$ cat config.mk
export PLATFORM = sky130hd
export DESIGN_NAME = procyon_ieu_wb
export DESIGN_NICKNAME = d
export VERILOG_FILES = /design/src/rtl/procyon_ieu_wb.sv
export SDC_FILE = /design/constraint.sdc
export NUM_CORES = 1
export LEC_CHECK = 0
export CAP_MARGIN = 10
export CORE_UTILIZATION = 54
export DETAILED_ROUTE_END_ITERATION = 6
export GPL_ROUTABILITY_DRIVEN = 1
export GPL_TIMING_DRIVEN = 0
export PLACE_DENSITY = 0.79
export REMOVE_ABC_BUFFERS = 1
export SYNTH_ARGS = -nofsm -noshare
export SYNTH_HDL_FRONTEND = slang
export SYNTH_SLANG_ARGS = --single-unit
$ cat constraint.sdc
create_clock -name clk -period 4.5 [get_ports clk]
set_clock_uncertainty 0.1 [all_clocks]
set_input_delay 0.9 -clock clk [delete_from_list [all_inputs] [get_ports clk]]
set_output_delay 0.9 -clock clk [all_outputs]
set_load 0.02 [all_outputs]
$ cat src/rtl/procyon_ieu_wb.sv
// IEU writeback queue: buffers execute results in order until the CDB
// arbiter grants this unit, with back-pressure that covers one in-flight op.
module procyon_ieu_wb #(
  parameter int OPTN_DATA_WIDTH    = 32,
  parameter int OPTN_ADDR_WIDTH    = 32,
  parameter int OPTN_ROB_IDX_WIDTH = 5,
  parameter int OPTN_IEU_WB_DEPTH  = 4
) (
  input  logic                          clk,
  input  logic                          n_rst,
  input  logic                          i_flush,
  input  logic [OPTN_DATA_WIDTH-1:0]    i_data,
  input  logic [OPTN_ADDR_WIDTH-1:0]    i_addr,
  input  logic [OPTN_ROB_IDX_WIDTH-1:0] i_tag,
  input  logic                          i_redirect,
  input  logic                          i_valid,
  input  logic                          i_cdb_gnt,
  output logic                          o_cdb_req,
  output logic [OPTN_DATA_WIDTH-1:0]    o_cdb_data,
  output logic [OPTN_ADDR_WIDTH-1:0]    o_cdb_addr,
  output logic [OPTN_ROB_IDX_WIDTH-1:0] o_cdb_tag,
  output logic                          o_cdb_redirect,
  output logic                          o_stall,
  output logic [$clog2(OPTN_IEU_WB_DEPTH):0] o_count
);

  localparam int DEPTH = OPTN_IEU_WB_DEPTH;
  localparam int PW    = $clog2(DEPTH);
  localparam int CW    = PW + 1;

  typedef struct packed {
    logic [OPTN_DATA_WIDTH-1:0]    data;
    logic [OPTN_ADDR_WIDTH-1:0]    addr;
    logic [OPTN_ROB_IDX_WIDTH-1:0] tag;
    logic                          redirect;
  } wb_entry_t;

  wb_entry_t       mem [DEPTH];
  wb_entry_t       head;
  wb_entry_t       in_entry;
  logic [PW-1:0]   rptr;
  logic [PW-1:0]   wptr;
  logic [CW-1:0]   count;
  logic [CW-1:0]   space;
  logic            full;
  logic            pop;
  logic            push;
  logic            push_ok;

  assign full     = (count == CW'(DEPTH));
  assign space    = CW'(DEPTH) - count;
  assign pop      = o_cdb_req & i_cdb_gnt & ~i_flush;
  assign push     = i_valid & ~i_flush;
  // a push into a full queue is only accepted if the head leaves this edge
  assign push_ok  = push & (~full | pop);

  assign in_entry.data     = i_data;
  assign in_entry.addr     = i_addr;
  assign in_entry.tag      = i_tag;
  assign in_entry.redirect = i_redirect;

  assign head           = mem[rptr];
  assign o_cdb_req      = (count != '0);
  assign o_cdb_data     = head.data;
  assign o_cdb_addr     = head.addr;
  assign o_cdb_tag      = head.tag;
  assign o_cdb_redirect = head.redirect;
  assign o_stall        = (space <= CW'(1));
  assign o_count        = count;

  always_ff @(posedge clk) begin
    if (!n_rst) begin
      count <= '0;
      rptr  <= '0;
      wptr  <= '0;
    end else if (i_flush) begin
      count <= '0;
      rptr  <= '0;
      wptr  <= '0;
    end else begin
      if (push_ok) wptr <= wptr + PW'(1);
      if (pop)     rptr <= rptr + PW'(1);
      unique case ({push_ok, pop})
        2'b10:   count <= count + CW'(1);
        2'b01:   count <= count - CW'(1);
        default: count <= count;
      endcase
    end
  end

  always_ff @(posedge clk) begin
    if (push_ok) mem[wptr] <= in_entry;
  end

  always_ff @(posedge clk) begin
    if (n_rst) begin
      assert (!(push && full && !pop));
    end
  end

endmodule

==> impl_metrics.csv, run 1 <==
group,metric,value,unit
floorplan,die_y,142.9,µm
worst_setup_path,r2r_cells,7,
power_and_ir_drop,power.density,422.3,nW/µm²
logic_synthesis,syn_area_per_cell,25.35,µm²
clock_tree,numCtsBuffers,29,
logic_synthesis,synth_compound_area_share,0.3384,%
logic_synthesis,synth_xor_area_share,0.4084,%
power_and_ir_drop,finalPower,0.005695,W
worst_setup_path,worstSetupEndpointType,"primary output",
global_routing,antenna_found_initial,0,
floorplan,rows,51,
power_and_ir_drop,power.share.combinational,6.2,%
detailed_routing,vias_per_cell,5.516,
floorplan,core_area,19460,µm²
logic_synthesis,synth_area,10720,µm²
timing,rsz0062_at_grt,"no",
detailed_routing,wl_per_cell,21.25,µm
run,maxCapViolations,0,
power_and_ir_drop,p_sw_share,19.42,%
min_path,hold_end,"o_count[1]",
cells_and_area,antennaDiodeCount,0,
worst_setup_path,timing.rr.start,"o_count[0]",
detailed_routing,drt-initial-drc-count,277,
run_status,status,"finished, final reports clean",
min_path,min_from,"o_count[1]",
cells_and_area,syn2layout_area_growth,25.76,%
global_routing,met2_usage,33.48,%
cells_and_area,drive_gt1_share,20.29,%
detailed_routing,dr.pass1.iters,5,
placement,post-place-ws,1.206,ns
worst_setup_path,cp_slowest_stage_delay,0.66,ns
worst_setup_path,worstPathRequired,3.50,ns
logic_synthesis,synthAdderAreaFrac,1.120,%
global_routing,met1_usage,24.26,%
clock_tree,cts_buffer_depth,3,
logic_synthesis,synthMuxAreaShare,14.92,%
global_routing,grt_usage,19.09,%
floorplan,num_io_pins,150,
floorplan,start_util,55.10,%
logic_synthesis,yosys_warnings,0,
clock_tree,post_cts_resized,0,
clock_tree,ctsHoldBuffers,0,
global_routing,met3_usage,4.091,%
clock_tree,htree_levels,1,
global_routing,grt_pass1_wl,28970,µm
timing,slew_viol_final,0,
worst_setup_path,startpoint_type,"register",
timing,finalSetupTns,0,ns
global_routing,grt_max_degree,48,
timing,hold_viol,0,
detailed_routing,antenna_left,0,
logic_synthesis,yosysSeqAreaShare,80.08,%
timing,max_freq,275.4,MHz
detailed_routing,route.vias.total,4860,
worst_setup_path,r2r_slack,1.64,ns
power_and_ir_drop,seqPwrFrac,52.8,%
power_and_ir_drop,cellLeakagePower,4.230,nW
worst_setup_path,crit_fanout,26,
floorplan,fp.dieW,142.9,µm
power_and_ir_drop,p_int,0.004589,W
global_routing,busiest_layer,"met2",
power_and_ir_drop,max-vdd-ir-drop,361.4,µV
placement,gp_congestion,0.7853,
timing,tightest_slew,0.5401,ns
clock_tree,path_clk_slew,0.06,ns
power_and_ir_drop,power_frac_clock,41.0,%
worst_setup_path,criticalPathCategory,"register to primary output",
cells_and_area,num-nets-final,677,
placement,hpwl,11170,µm
placement,placed_cell_area,12550,µm²
global_routing,grt_pass1_vias,5296,
min_path,min_path_cells,2,
timing,setup_violations,0,
clock_tree,cts_sinks,289,
global_routing,grt_overflow,0,
logic_synthesis,syn_inst,423,
timing,hold_ws,0.4457,ns
clock_tree,post_cts_buffers,0,
logic_synthesis,synth_top_family_by_area,"multiplexers",
timing,relSlewSlack,63.99,%
floorplan,dieArea,20430,µm²
timing,finalCritPeriodShare,80.69,%
worst_setup_path,crit_chain,"buf_12, mux4_2, clkdlybuf4s50_1",
clock_tree,cts_tree,"yes",
power_and_ir_drop,power.switching,0.001106,W
detailed_routing,wirelength,18720,µm
logic_synthesis,ys_types,26,
logic_synthesis,synth_simple_gate_area_share,1.108,%
timing,worst_slack,0.8691,ns
cells_and_area,design_area,13490,µm²
detailed_routing,drc,0,
worst_setup_path,worst_r2r_endpoint,"mem[1][14]",
logic_synthesis,synth_seq_cells,289,
clock_tree,clk_latency,0.53,ns
timing,fin_crit,3.631,ns
worst_setup_path,critPathArrivalTime,2.63,ns
min_path,min_path_type,"register to register",
worst_setup_path,cp_slowest_cell,"dfxtp_4",
placement,io_buffers,149,
clock_tree,cts_root_buffer,"clkbuf_16",
[cell type report]
cell class / count / area (µm²)
well taps: 265 / 331.6
inverters: 6 / 22.52
repair buffers: 156 / 1669
clock inverters: 12 / 133.9
flip-flops and latches: 289 / 8596
fillers: 1174 / 5976
multi-input cells: 111 / 1929
clock buffers: 42 / 804.5
[worst max-delay path: cells and delay by family, from the launching register on]
kind / cells / cell delay (ns)
muxes: 1 / 0.52
DFF: 1 / 0.66
buffers and inverters: 2 / 0.91
[layer usage]
metal  vias to the layer above  part of all wire (%)
li1                       2138                     -
met1                      2523                    41
met2                       166                    52
met3                        33                   6.0
met4                         0                   1.6
met5                         -                     0
[cells in the final DEF (no fill, tap or decap), drive strengths merged, types with 2 or more instances in the layout]
cell / n
clkbuf: 42
ha: 8
mux2i: 2
xnor2: 4
inv: 7
edfxtp: 280
and2: 4
bufinv: 3
mux4: 70
dfxtp: 9
clkinv: 7
nor2: 9
buf: 7
nand2b: 4
clkdlybuf4s50: 149
[cells by family after synthesis]
logic type | count (synthesis)
buffers and inverters | 23
xor gates and xnor gates | 5
muxes | 72
adders and majority gates | 9
AOI/OAI and AO/OA | 4
and+or+nand+nor | 21
DFF | 289
[Yosys cell counts]
cell type    n  area, µm²
a211oi_1     1      7.510
edfxtp_1   280       8408
dfxtp_1      9      180.2
o31ai_2      1      12.51
nor2b_1      1      6.260
xor2_1       1      8.760
o21a_1       1      7.510
buf_6        1      11.26
nor2_1       9      33.78
mux2i_1      1      10.01
mux2i_2      1      13.76
or3_1        1      6.260
inv_1        6      22.52
nand2b_1     3      18.77
a21oi_2      1      8.760
buf_1        2      7.510
nand2b_4     1      13.76
buf_12       7      140.1
fa_1         1      20.02
ha_1         8      100.1
mux4_2      70       1577
and2_1       4      25.02
buf_2        7      35.03
nand4bb_1    1      11.26
xnor2_1      4      35.03
nand2_1      1      3.750
[metrics by stage]
step,std cells,util [%]
after floorplan,406,-
after global placement,820,63.47
after detailed placement,827,64.47
after CTS,881,69.30
after global routing,881,69.30
final,881,69.30
[how the worst max path moves through the flow]
stage                         from       endpoint  slack (ns)  cells after the start
final                     register   o_cdb_tag[1]        0.87                      3
after global routing      register  o_cdb_data[2]        0.70                      3
after CTS                 register   o_cdb_tag[1]        0.78                      3
after detailed placement   i_valid     mem[1][45]        1.21                      5
after global placement    register   o_cdb_tag[1]       -1.90                      2
after floorplan           register  o_cdb_addr[0]       -0.19                      1
[sequential cells by signal (all words and copies together), names as in the netlist, named ones only]
signal and cells:
rptr 2, wptr 2, mem 280, o_count 3
[power groups by stage]
stage          combinational (W)  sequential (W)  clock, W
3_5_place_dp            0.000352         0.00307         0
5_1_grt                 0.000371         0.00301   0.00250
3_3_place_gp            0.000329         0.00308         0
4_1_cts                 0.000354         0.00301   0.00239
2_1_floorplan           0.000146         0.00307         0
6_report                0.000350         0.00301   0.00234
No activity file was read; power rests on OpenSTA's default activity.
==> inputs of run 2 (changes only) <==
Clock period 4.5 ns to 3.6 ns, I/O delays scaled along.
==> impl_metrics.csv, run 2 (same netlist as run 1, synthesis figures left out) <==
group,metric,value,unit
run_status,status,"finished, final reports clean",
worst_setup_path,worst_r2r_endpoint,"mem[1][14]",
global_routing,grt_pass1_wl,28970,µm
global_routing,antenna_found_initial,0,
timing,relSlewSlack,64.43,%
floorplan,start_util,55.10,%
detailed_routing,wl_per_cell,21.38,µm
power_and_ir_drop,cellLeakagePower,4.241,nW
clock_tree,clk_latency,0.53,ns
cells_and_area,largest_reg_flops,280,
floorplan,die_y,142.9,µm
clock_tree,cts_root_buffer,"clkbuf_16",
timing,slew_viol_final,0,
timing,hold_viol,0,
power_and_ir_drop,seqPwrFrac,52.8,%
global_routing,grt_overflow,0,
floorplan,core_area,19460,µm²
worst_setup_path,r2r_cells,7,
power_and_ir_drop,p_sw_share,19.42,%
clock_tree,ctsHoldBuffers,0,
floorplan,rows,51,
clock_tree,cts_sinks,289,
cells_and_area,largest_register,"mem",
worst_setup_path,worstSetupEndpointType,"primary output",
detailed_routing,dr.pass1.iters,4,
worst_setup_path,timing.rr.start,"o_count[0]",
detailed_routing,wirelength,18860,µm
global_routing,grt_max_degree,48,
detailed_routing,antenna_left,0,
worst_setup_path,startpoint_type,"register",
placement,hpwl,11170,µm
clock_tree,htree_levels,1,
worst_setup_path,criticalPathCategory,"register to primary output",
power_and_ir_drop,power.share.combinational,6.2,%
floorplan,fp.dieW,142.9,µm
min_path,min_path_type,"register to register",
clock_tree,post_cts_buffers,0,
timing,max_freq,300.3,MHz
floorplan,num_io_pins,150,
detailed_routing,vias_per_cell,5.526,
power_and_ir_drop,p_int,0.005738,W
timing,fin_crit,3.330,ns
run,maxCapViolations,0,
clock_tree,path_clk_slew,0.06,ns
detailed_routing,drt-initial-drc-count,246,
placement,io_buffers,149,
cells_and_area,drive_gt1_share,20.42,%
worst_setup_path,crit_fanout,26,
worst_setup_path,r2r_slack,0.75,ns
clock_tree,post_cts_resized,0,
worst_setup_path,cp-endpoint,"o_cdb_tag[1]",
detailed_routing,route.vias.total,4874,
clock_tree,cts_tree,"yes",
power_and_ir_drop,max-vdd-ir-drop,447.7,µV
global_routing,grt_pass1_vias,5296,
floorplan,dieArea,20430,µm²
worst_setup_path,worstPathRequired,2.78,ns
timing,tightest_slew,0.5336,ns
detailed_routing,drc,0,
cells_and_area,num-nets-final,678,
power_and_ir_drop,power_frac_clock,41.0,%
global_routing,grt_usage,19.09,%
clock_tree,numCtsBuffers,29,
worst_setup_path,critPathArrivalTime,2.51,ns
cells_and_area,finish.utilization,69.44,%
timing,finalCritPeriodShare,92.50,%
cells_and_area,antennaDiodeCount,0,
cells_and_area,syn2layout_area_growth,26.02,%
clock_tree,cts_buffer_depth,3,
placement,gp_congestion,0.7853,
timing,finalSetupTns,0,ns
timing,setup_violations,0,
cells_and_area,final_common_cell,"edfxtp_1",
cells_and_area,mostFrequentLayoutCells,"edfxtp_1 (280), clkdlybuf4s50_1 (149), mux4_2 (70)",
power_and_ir_drop,power.density,527.0,nW/µm²
timing,rsz0062_at_grt,"no",
power_and_ir_drop,power.switching,0.001383,W
-- run 2: cell types whose count changed in the layout (fill, tap and decap cells not counted) --
cell    previous run  this run
buf_16             5         6
-- run 2: through the flow --
step / instances / hold slack, ns / worst slack [ns] / area [µm²] / total power [W]
5_1_grt: 882 / 0.4772 / 0.1570 / 13510 / 0.007352
3_5_place_dp: 827 / 0.4287 / 0.4857 / 12550 / 0.004273
3_3_place_gp: 820 / 0.4064 / -2.624 / 12350 / 0.004258
6_report: 882 / 0.4465 / 0.2700 / 13510 / 0.007122
4_1_cts: 881 / 0.4455 / 0.05659 / 13490 / 0.007197
2_1_floorplan: 406 / 0.3847 / -0.9136 / 10530 / 0.004024
-- run 2: area by class of cell --
| cell class | count | area, µm² |
|---|---|---|
| sequential | 289 | 8596 |
| fill | 1171 | 5948 |
| multi-input combinational | 111 | 1929 |
| timing repair buffer | 157 | 1697 |
| clock buffer | 42 | 804.5 |
| tap | 265 | 331.6 |
| clock inverter | 12 | 133.9 |
| inverter | 6 | 22.52 |
-- run 2: how the worst min path moves through the flow --
stage | to | depth (start not counted) | startpoint
finish | register | 2 | rptr[0]
global route | register | 2 | rptr[0]
detailed placement | register | 2 | rptr[0]
global placement | register | 2 | rptr[1]
floorplan | register | 2 | rptr[1]
CTS | register | 2 | rptr[0]
-- run 2: power groups by stage --
| stage | combinational, W | sequential [W] | clock (W) |
|---|---|---|---|
| floorplan | 0.000182 | 0.00384 | 0 |
| global placement | 0.000412 | 0.00385 | 0 |
| detailed placement | 0.000439 | 0.00383 | 0 |
| CTS | 0.000443 | 0.00376 | 0.00299 |
| global route | 0.000469 | 0.00376 | 0.00312 |
| finish | 0.000443 | 0.00376 | 0.00292 |
-- run 2: critical path, cell delays in order, from the launching register on --
cell	delay (ns)
dfxtp_4	0.55
buf_12	0.28
mux4_2	0.52
clkdlybuf4s50_1	0.61
-- run 2: routing by layer --
layer / GRT usage [%] / share of wire [%] / up-vias
li1: - / - / 2143
met1: 24.26 / 41 / 2531
met2: 33.48 / 52 / 169
met3: 4.091 / 6.0 / 31
met4: 4.867 / 1.4 / 0
met5: 0 / 0 / -
==> inputs of run 3 (changes only) <==
Settings changed: CORE_MARGIN set to 3.
==> impl_metrics.csv, run 3 (same netlist as run 1, synthesis figures left out) <==
group,metric,value,unit
floorplan,start_util,56.20,%
clock_tree,path_clk_slew,0.06,ns
global_routing,grt_usage,18.30,%
worst_setup_path,cp-endpoint,"o_cdb_data[0]",
timing,fin_crit,3.427,ns
detailed_routing,route.vias.total,4885,
detailed_routing,vias_per_cell,5.589,
clock_tree,ctsHoldBuffers,0,
worst_setup_path,r2r_slack,0.77,ns
worst_setup_path,critPathArrivalTime,2.61,ns
worst_setup_path,worstPathRequired,2.78,ns
clock_tree,post_cts_resized,0,
placement,dp_cells,822,
global_routing,grt_pass1_wl,30670,µm
global_routing,grt_max_degree,46,
placement,io_buffers,149,
timing,setup_violations,0,
clock_tree,cts_sinks,289,
detailed_routing,drt-initial-drc-count,344,
cells_and_area,largest_reg_flops,280,
power_and_ir_drop,power.density,541.7,nW/µm²
cells_and_area,mostFrequentLayoutCells,"edfxtp_1 (280), clkdlybuf4s50_1 (149), mux4_2 (70)",
timing,finalSetupTns,0,ns
cells_and_area,num-nets-final,677,
timing,tightest_slew,0.5044,ns
global_routing,grt_pass1_vias,5325,
clock_tree,cts_buffer_depth,3,
clock_tree,cts_root_buffer,"clkbuf_16",
worst_setup_path,worst_r2r_endpoint,"mem[3][32]",
floorplan,fp.dieW,146.9,µm
power_and_ir_drop,finalPower,0.007349,W
worst_setup_path,timing.rr.start,"o_count[0]",
timing,relSlewSlack,66.38,%
run_status,status,"finished, final reports clean",
min_path,min_path_type,"register to register",
floorplan,die_y,146.9,µm
detailed_routing,wirelength,19430,µm
placement,hpwl,11770,µm
timing,hold_ws,0.4472,ns
clock_tree,post_cts_buffers,0,
global_routing,antenna_found_initial,0,
power_and_ir_drop,max-vdd-ir-drop,375.2,µV
global_routing,grt_overflow,0,
worst_setup_path,r2r_cells,7,
detailed_routing,dr.pass1.iters,5,
timing,slew_viol_final,0,
floorplan,num_io_pins,150,
timing,rsz0062_at_grt,"no",
timing,max_freq,291.8,MHz
cells_and_area,drive_gt1_share,21.50,%
clock_tree,numCtsBuffers,29,
placement,gp_congestion,0.7339,
cells_and_area,design_area,13570,µm²
worst_setup_path,cp_slowest_stage_delay,0.64,ns
worst_setup_path,worstSetupEndpointType,"primary output",
worst_setup_path,crit_fanout,25,
clock_tree,cts_tree,"yes",
cells_and_area,syn2layout_area_growth,26.50,%
floorplan,core_area,19080,µm²
worst_setup_path,criticalPathCategory,"register to primary output",
detailed_routing,drc,0,
worst_setup_path,startpoint_type,"register",
worst_setup_path,cp_slowest_cell,"dfxtp_4",
timing,hold_viol,0,
clock_tree,clk_latency,0.52,ns
detailed_routing,antenna_left,0,
detailed_routing,wl_per_cell,22.24,µm
cells_and_area,instances_no_fill,874,
clock_tree,htree_levels,1,
cells_and_area,antennaDiodeCount,0,
power_and_ir_drop,cellLeakagePower,4.282,nW
run,maxCapViolations,0,
floorplan,rows,50,
cells_and_area,final_common_cell,"edfxtp_1",
floorplan,dieArea,21590,µm²
cells_and_area,largest_register,"mem",
placement,placed_cell_area,12550,µm²
worst_setup_path,crit_chain,"buf_12, mux4_2, clkdlybuf4s50_1",
timing,finalCritPeriodShare,95.18,%
==> run 3: stage by stage <==
step                util (%)  setup slack, ns
finish                 71.10           0.1735
global route           71.10          0.03509
CTS                    71.10          0.09910
detailed placement     65.77           0.4934
global placement       64.71           -2.682
floorplan                  -          -0.9136
==> run 3: area by class of cell <==
| type | count | area (µm²) |
|---|---|---|
| clock buffer | 31 | 733.2 |
| inverter | 6 | 22.52 |
| timing repair buffer | 156 | 1677 |
| clock inverter | 21 | 282.8 |
| multi-input combinational | 111 | 1929 |
| sequential | 289 | 8596 |
| tap | 260 | 325.3 |
| fill | 1109 | 5515 |
==> run 3: worst min-delay path by stage <==
stage | start | endpoint | cells past startpoint
4_1_cts | rptr[1] | register | 2
3_3_place_gp | rptr[1] | register | 2
5_1_grt | rptr[1] | rptr[1] | 2
6_report | rptr[1] | rptr[1] | 2
2_1_floorplan | rptr[1] | register | 2
3_5_place_dp | rptr[1] | register | 2
==> run 3: worst max-delay path, delay by kind of cell, from the launching register on <==
kind	cells	cell delay [ns]
buffers and inverters	2	0.84
DFF	1	0.64
muxes	1	0.57
==> run 3: metal layers <==
| layer | GRT usage [%] | vias up | part of all wire (%) | wire length, µm |
|---|---|---|---|---|
| li1 | - | 2133 | - | - |
| met1 | 25.86 | 2538 | 41 | 8006 |
| met2 | 29.91 | 179 | 49 | 9607 |
| met3 | 4.072 | 35 | 7.0 | 1358 |
| met4 | 4.334 | 0 | 2.4 | 461 |
| met5 | 0 | - | 0 | 0 |
==> run 3: report_power, final <==
| part | switching (W) | internal, W |
|---|---|---|
| sequential | 0.0000185 | 0.00374 |
| clock | 0.00118 | 0.00197 |
| combinational | 0.000204 | 0.000237 |
| total | 0.00140 | 0.00595 |
